$ cat config.mk
export PLATFORM = sky130hd
export DESIGN_NAME = regfile_wb_ctrl
export DESIGN_NICKNAME = d
export VERILOG_FILES = /design/src/rtl/regfile_wb_ctrl.sv
export SDC_FILE = /design/constraint.sdc
export NUM_CORES = 1
export LEC_CHECK = 0
export ABC_AREA = 1
export CORE_ASPECT_RATIO = 1.1
export CORE_MARGIN = 2
export CORE_UTILIZATION = 42
export CTS_BUF_LIST = sky130_fd_sc_hd__clkbuf_4 sky130_fd_sc_hd__clkbuf_8
export DETAILED_ROUTE_END_ITERATION = 6
export GPL_ROUTABILITY_DRIVEN = 0
export GPL_TIMING_DRIVEN = 0
export PLACE_DENSITY_LB_ADDON = 0.3
export SLEW_MARGIN = 25
export SYNTH_ARGS = -nofsm -noshare
export SYNTH_HDL_FRONTEND = slang
export SYNTH_SLANG_ARGS = --single-unit
$ cat constraint.sdc
create_clock -name clk_i -period 1.5 [get_ports clk_i]
set_input_delay 0.15 -clock clk_i [delete_from_list [all_inputs] [get_ports clk_i]]
set_output_delay 0.15 -clock clk_i [all_outputs]
set_load 0.02 [all_outputs]
$ cat src/rtl/regfile_wb_ctrl.sv
// regfile_wb_ctrl
// Write-back controller and hazard scoreboard for the 32x32 integer register file.
// The single register-file write port is shared between the ALU and LSU result
// streams with a round-robin arbiter. A busy bit per register tracks in-flight
// destinations so that issue stalls on RAW and WAW hazards.
//
// Ports:
//   clk_i, rst_i                 clock, synchronous active-high reset
//   issue_valid_i/_rd_i/_rd_we_i/_rs1_i/_rs2_i   decoder issue request
//   issue_ready_o                no hazard on rs1/rs2/rd (combinational from busy)
//   alu_valid_i/_rd_i/_data_i    ALU result stream, alu_ready_o = grant
//   lsu_valid_i/_rd_i/_data_i    load result stream, lsu_ready_o = grant
//   reg_wr_en_o/wr_rd_o/wr_data_o  registered register-file write port
//   busy_o                       scoreboard busy mask (bit 0 always 0)
module regfile_wb_ctrl #(
  parameter int XLEN = 32,
  parameter int NREG = 32,
  parameter int AW   = 5
) (
  input  logic            clk_i,
  input  logic            rst_i,
  input  logic            issue_valid_i,
  input  logic [AW-1:0]   issue_rd_i,
  input  logic            issue_rd_we_i,
  input  logic [AW-1:0]   issue_rs1_i,
  input  logic [AW-1:0]   issue_rs2_i,
  output logic            issue_ready_o,
  input  logic            alu_valid_i,
  input  logic [AW-1:0]   alu_rd_i,
  input  logic [XLEN-1:0] alu_data_i,
  output logic            alu_ready_o,
  input  logic            lsu_valid_i,
  input  logic [AW-1:0]   lsu_rd_i,
  input  logic [XLEN-1:0] lsu_data_i,
  output logic            lsu_ready_o,
  output logic            reg_wr_en_o,
  output logic [AW-1:0]   wr_rd_o,
  output logic [XLEN-1:0] wr_data_o,
  output logic [NREG-1:0] busy_o
);

  // Pointer records the source granted last; the other one wins the next conflict.
  localparam logic SRC_ALU = 1'b0;
  localparam logic SRC_LSU = 1'b1;

  localparam logic [NREG-1:0] ONE_HOT0 = {{(NREG-1){1'b0}}, 1'b1};

  logic [NREG-1:0] busy_q, busy_d;
  logic            last_q, last_d;
  logic            wr_en_q, wr_en_d;
  logic [AW-1:0]   wr_rd_q, wr_rd_d;
  logic [XLEN-1:0] wr_data_q, wr_data_d;

  logic            grant_alu_s;
  logic            grant_lsu_s;
  logic            any_grant_s;
  logic [AW-1:0]   sel_rd_s;
  logic [XLEN-1:0] sel_data_s;
  logic            issue_fire_s;
  logic [NREG-1:0] set_mask_s;
  logic [NREG-1:0] clr_mask_s;

  // Hazard check against registered busy only; no bypass of a same-cycle clear.
  always_comb begin
    issue_ready_o = !busy_q[issue_rs1_i] && !busy_q[issue_rs2_i] &&
                    !(issue_rd_we_i && busy_q[issue_rd_i]);
    issue_fire_s  = issue_valid_i && issue_ready_o;
  end

  // Round-robin arbitration between ALU and LSU result streams.
  always_comb begin
    grant_alu_s = 1'b0;
    grant_lsu_s = 1'b0;
    if (alu_valid_i && lsu_valid_i) begin
      if (last_q == SRC_LSU) begin
        grant_alu_s = 1'b1;
      end else begin
        grant_lsu_s = 1'b1;
      end
    end else if (alu_valid_i) begin
      grant_alu_s = 1'b1;
    end else if (lsu_valid_i) begin
      grant_lsu_s = 1'b1;
    end else begin
      grant_alu_s = 1'b0;
      grant_lsu_s = 1'b0;
    end
    any_grant_s = grant_alu_s || grant_lsu_s;
    alu_ready_o = grant_alu_s;
    lsu_ready_o = grant_lsu_s;
  end

  // Select the granted source and compute pointer / write-port next state.
  always_comb begin
    if (grant_lsu_s) begin
      sel_rd_s   = lsu_rd_i;
      sel_data_s = lsu_data_i;
      last_d     = SRC_LSU;
    end else if (grant_alu_s) begin
      sel_rd_s   = alu_rd_i;
      sel_data_s = alu_data_i;
      last_d     = SRC_ALU;
    end else begin
      sel_rd_s   = alu_rd_i;
      sel_data_s = alu_data_i;
      last_d     = last_q;
    end
    // A grant to x0 is consumed but never writes the register file.
    wr_en_d   = any_grant_s && (sel_rd_s != {AW{1'b0}});
    wr_rd_d   = any_grant_s ? sel_rd_s   : wr_rd_q;
    wr_data_d = any_grant_s ? sel_data_s : wr_data_q;
  end

  // Scoreboard next state: set on issue, clear on commit, set wins, bit 0 forced low.
  always_comb begin
    clr_mask_s = (any_grant_s && (sel_rd_s != {AW{1'b0}})) ?
                 (ONE_HOT0 << sel_rd_s) : {NREG{1'b0}};
    set_mask_s = (issue_fire_s && issue_rd_we_i && (issue_rd_i != {AW{1'b0}})) ?
                 (ONE_HOT0 << issue_rd_i) : {NREG{1'b0}};
    busy_d     = ((busy_q & ~clr_mask_s) | set_mask_s) & ~ONE_HOT0;
  end

  // State registers with synchronous reset; ALU gets the first conflict.
  always_ff @(posedge clk_i) begin
    if (rst_i) begin
      busy_q    <= {NREG{1'b0}};
      last_q    <= SRC_LSU;
      wr_en_q   <= 1'b0;
      wr_rd_q   <= {AW{1'b0}};
      wr_data_q <= {XLEN{1'b0}};
    end else begin
      busy_q    <= busy_d;
      last_q    <= last_d;
      wr_en_q   <= wr_en_d;
      wr_rd_q   <= wr_rd_d;
      wr_data_q <= wr_data_d;
    end
  end

  // Outputs driven straight from registers.
  always_comb begin
    reg_wr_en_o = wr_en_q;
    wr_rd_o     = wr_rd_q;
    wr_data_o   = wr_data_q;
    busy_o      = busy_q;
  end

endmodule
==> Yosys cells after proc, flatten, opt, wreduce, memory -nomap -nowiden <==
Index checks and enable logic that the tools add are counted.
{ "totals": {"regBits": 71, "wordCells": 46} }
{ "classes": {"n_mux": 17, "n_bitwise": 3, "n_reduce_logical": 15, "n_lt_le_gt_ge": 3, "shift": 2} }
{ "op_table": {"columns": ["cell", "n"], "rows": [
  ["$mux W32", 3],
  ["$shl A1 B5 Y32 const A", 2],
  ["$and A32 B32 Y32", 1],
  ["$not A32 Y32", 1],
  ["$or A32 B32 Y32", 1],
  ["$lt A5 B6 Y1 const B", 3],
  ["$bmux W1 S5", 3],
  ["$mux W1", 10],
  ["$reduce_bool A5 Y1", 2],
  ["$logic_and A1 B1 Y1", 8],
  ["$mux W5", 1],
  ["$logic_not A1 Y1", 3],
  ["$reduce_or A2 Y1", 1],
  ["$logic_or A1 B1 Y1", 1]
]} }

==> Longest topological paths before layout <==
{ "logic_depth": {"depth_word": 10, "ltp_mapped": 15} }

==> Least setup slack after synthesis <==
OpenSTA, ideal clock, no wires.
{ "synth_timing": {"path_kind": "reg-to-output", "from": "reg busy_q[4], in the netlist busy_o[4]", "to": "out issue_ready_o", "stages_incl_launch_ff": 12, "path_buffers": 1, "path_slack_ns": -0.138, "arrival_ns": 1.488, "path_cell_list": "dfxtp_1 -> inv_1 -> o21ai_0 -> nand2_1 -> nand2_1 -> nand2_1 -> nand2_1 -> nand2_1 -> nand3_1 -> nand3_1 -> buf_4 -> and2_1"} }
{ "synth_between": {"elab_chain_cells": 5} }
{ "synth_lines": {"columns": ["item", "line", "text"], "rows": [
  ["from (decl)", "48", "logic [NREG-1:0] busy_q, busy_d;"],
  ["from (signal assigned)", "126", "busy_q <= {NREG{1'b0}};"],
  ["from (signal assigned)", "132", "busy_q <= busy_d;"],
  ["$bmux W1 S5, on equally long branches", "65, 66", null],
  ["$mux W1, on equally long branches", "65, 66", null],
  ["$logic_not A1 Y1 / $logic_and A1 B1 Y1 (equally long branches)", "65, 66", null],
  ["$logic_and A1 B1 Y1 / $logic_not A1 Y1 (equally long branches)", "65, 66", null],
  ["$logic_and A1 B1 Y1 (*)", "65", "issue_ready_o = !busy_q[issue_rs1_i] && !busy_q[issue_rs2_i] &&"],
  ["to (decl)", "27", "output logic issue_ready_o,"]
]} }
Mark *: on every way between the ends. The rest lies on a longest branch, timed or not. The select of a mux whose other input is x is not followed.

==> Worst setup path after layout <==
{ "layout_timing": {"from": "reg busy_q[1], in the netlist busy_o[1]", "to": "out issue_ready_o"} }
Same word-level chain as after synthesis.

==> impl_metrics.csv <==
group,metric,value,unit
layout,layout_commonest_cell,"nand2_1",
logic_synthesis,synth_top_area_share,30.5,%
logic_synthesis,yosys-top-cells-area,"dfxtp_1, nand2_1, nand3_1",
worst_setup_path,path_class,"flop to output port",
layout,antennaDiodeCount,0,
job,maxCapViolCount,0,
logic_synthesis,yosys.area.top_type,"dfxtp_1",
worst_setup_path,arrival,1.81,ns
logic_synthesis,avgSynthCellArea,6.16,um2
logic_synthesis,synth.distinct_cells,29,
cts,cts.sinks,70,
sta,layout_min_cycle_time,1.96,ns
cts,cts_tree,"done",
worst_setup_path,endpoint_kind,"output port",
place,dp_hpwl,12700,um
layout,finalNonFillerCells,1104,
layout,fillCellCount,950,
pwr,powerDensity,680,nW/um2
sta,worst_slew_margin_rel,61.1,%
cts,cts_made_buffers,9,
worst_hold_path,hp-class,"input pin to flop",
global_route,gr-usage-all-layers,29.1,%
sta,worst_pin_slew,0.584,ns
sta,worst_slack,-0.464,ns
routing,viasPerCell,5.54,
layout,final_cell_mix,"nand2_1, clkdlybuf4s50_1, nand3_1",
floorplanning,dieArea,11800,um2
cts,clockRootBuffer,"clkbuf_8",
sta,worst_clock_skew,0.00803,ns
place,portBuffers,159,
floorplanning,die_x,104,um
worst_setup_path,cp-startpoint,"busy_o[1]$_SDFF_PP0_",
worst_setup_path,cp.required,1.35,ns
place,dp_cells,1052,
global_route,grt_max_degree,13,
sta,setup_violations,34,
floorplanning,start_util,42.5,%
logic_synthesis,synthCells,746,
cts,clk_pin_slew_worst_paths,0.07,ns
worst_setup_path,reg2reg_from,"busy_o[4]$_SDFF_PP0_",
sta,rsz0062_at_grt,"true",
pwr,ir_worst_vdd,0.521,mV
cts,clk_latency,0.35,ns
place,pre_cts_ws,-1.22,ns
status,violations,"negative setup slack",
sta,hold_violations,0,
layout,area_growth,62.2,%
logic_synthesis,synth-seq-cells,70,
worst_setup_path,worstSetupStartpointType,"flop",
global_route,grt-ovfl-total,0,
routing,vias,6120,
sta,slew_viol_final,0,
layout,post-route-util,68.9,%
floorplanning,die_height,114,um
routing,drc,0,
global_route,antenna_found_initial,0,
logic_synthesis,ys_seq_area_share,30.5,%
logic_synthesis,ys_warn_count,0,
sta,fmax,509,MHz
worst_setup_path,crit_fanout,5,
cts,cts_htree_levels,3,
logic_synthesis,syn-num-nets,841,
cts,clk_path_buf_depth,2,
routing,wirelength,18700,um
layout,seq_area,1500,um2
global_route,grt_pass1_vias,5482,
global_route,grt_pass1_wl,27500,um
floorplanning,coreArea,10800,um2
worst_hold_path,holdCritStartpoint,"rst_i",
sta,finalSetupTns,-9.29,ns
pwr,p_leak,0.00375,uW
layout,fin_nets,1048,
layout,multi_input_area,2880,um2
routing,post_drt_wl_per_cell,16.9,um
floorplanning,rows,40,
floorplanning,ioPinCount,168,
layout,drive_gt1_share,24.2,%
logic_synthesis,syn_area,4590,um2
sta,fin_crit_sh,131,%
routing,first_pass_iters,5,
routing,drtIter0Drc,713,
routing,antenna_left,0,
status,status,"finished with violations",
power breakdown:
group	switching [uW]	total (uW)	internal, uW
clock network	678	1440	763
registers	56.7	1970	1910
logic	885	1660	775
total	1620	5070	3450
final timing paths:
check                                          endpoint  slack (ns)  cells after the start
worst min-delay path               busy_o[5]$_SDFF_PP0_        0.19                      2
worst max-delay path                      issue_ready_o       -0.46                     10
worst max register to register     busy_o[4]$_SDFF_PP0_       -0.37                     13
worst min register to register  wr_rd_o[4]$_SDFFE_PP0P_        0.50                      2
stage by stage:
stage	total power, uW	cell area, um2	hold slack, ns
3_5_place_dp	3400	6430	0.481
2_1_floorplan	2790	4660	0.279
4_1_cts	4910	6940	0.181
3_3_place_gp	3390	6430	0.483
6_report	5070	7450	0.191
5_1_grt	5310	7450	0.198
synthesized netlist by cell type, drive strengths merged:
cell    count
clkbuf     27
clkinv      2
nand4      33
nand3     103
buf        25
o211ai     38
nand2     225
mux2i       1
nand3b      1
nor4        5
a21boi      1
a21oi      34
nor3        1
o21ai      40
inv        88
conb        1
and2        1
dfxtp      70
nor2       50
cell families after synthesis:
family / synth area share (%)
DFF: 30.5
and+or+nand+nor: 40.6
buffers and inverters: 13.9
muxes: 0.490
AOI/OAI and AO/OA: 14.4
other: 0.0816
layout make-up:
class	instances	area share, %
buffer	48	4.57
clock buffer	14	2.42
clock inverter	1	0.0672
inverter	90	4.89
multi-input combinational	534	38.6
sequential	70	20.1
tap	147	2.47
timing repair buffer	200	26.8
per-layer routing:
metal / GRT usage [%] / vias to the layer above / routed length (um)
li1: - / 2879 / -
met1: 34.8 / 2774 / 6670
met2: 50.4 / 390 / 8880
met3: 7.60 / 77 / 2110
met4: 11.6 / 0 / 1050
met5: 0 / - / 0
flip-flops by register name (all words and copies together) (netlist names):
name         count
wr_data_o       32
busy_o          31
wr_rd_o          5
last_q           1
reg_wr_en_o      1
critical path, cell delays in order (launching register included):
cell	delay, ns
dfxtp_4	0.42
nand2_1	0.06
a21oi_1	0.18
nand2_1	0.10
nand3_2	0.09
nand3_2	0.09
nand2_4	0.10
nor2_8	0.05
buf_6	0.11
and2_4	0.13
buf_6	0.12
what timing repair did:
action	CTS	global route
hold buffers	0	0
gates resized for setup	125	128
buffers inserted	21	16
pin swaps	18	52
gates cloned	2	5
endpoints found under the setup margin	93	89
Note: power is estimated with default switching activity, not from simulation.
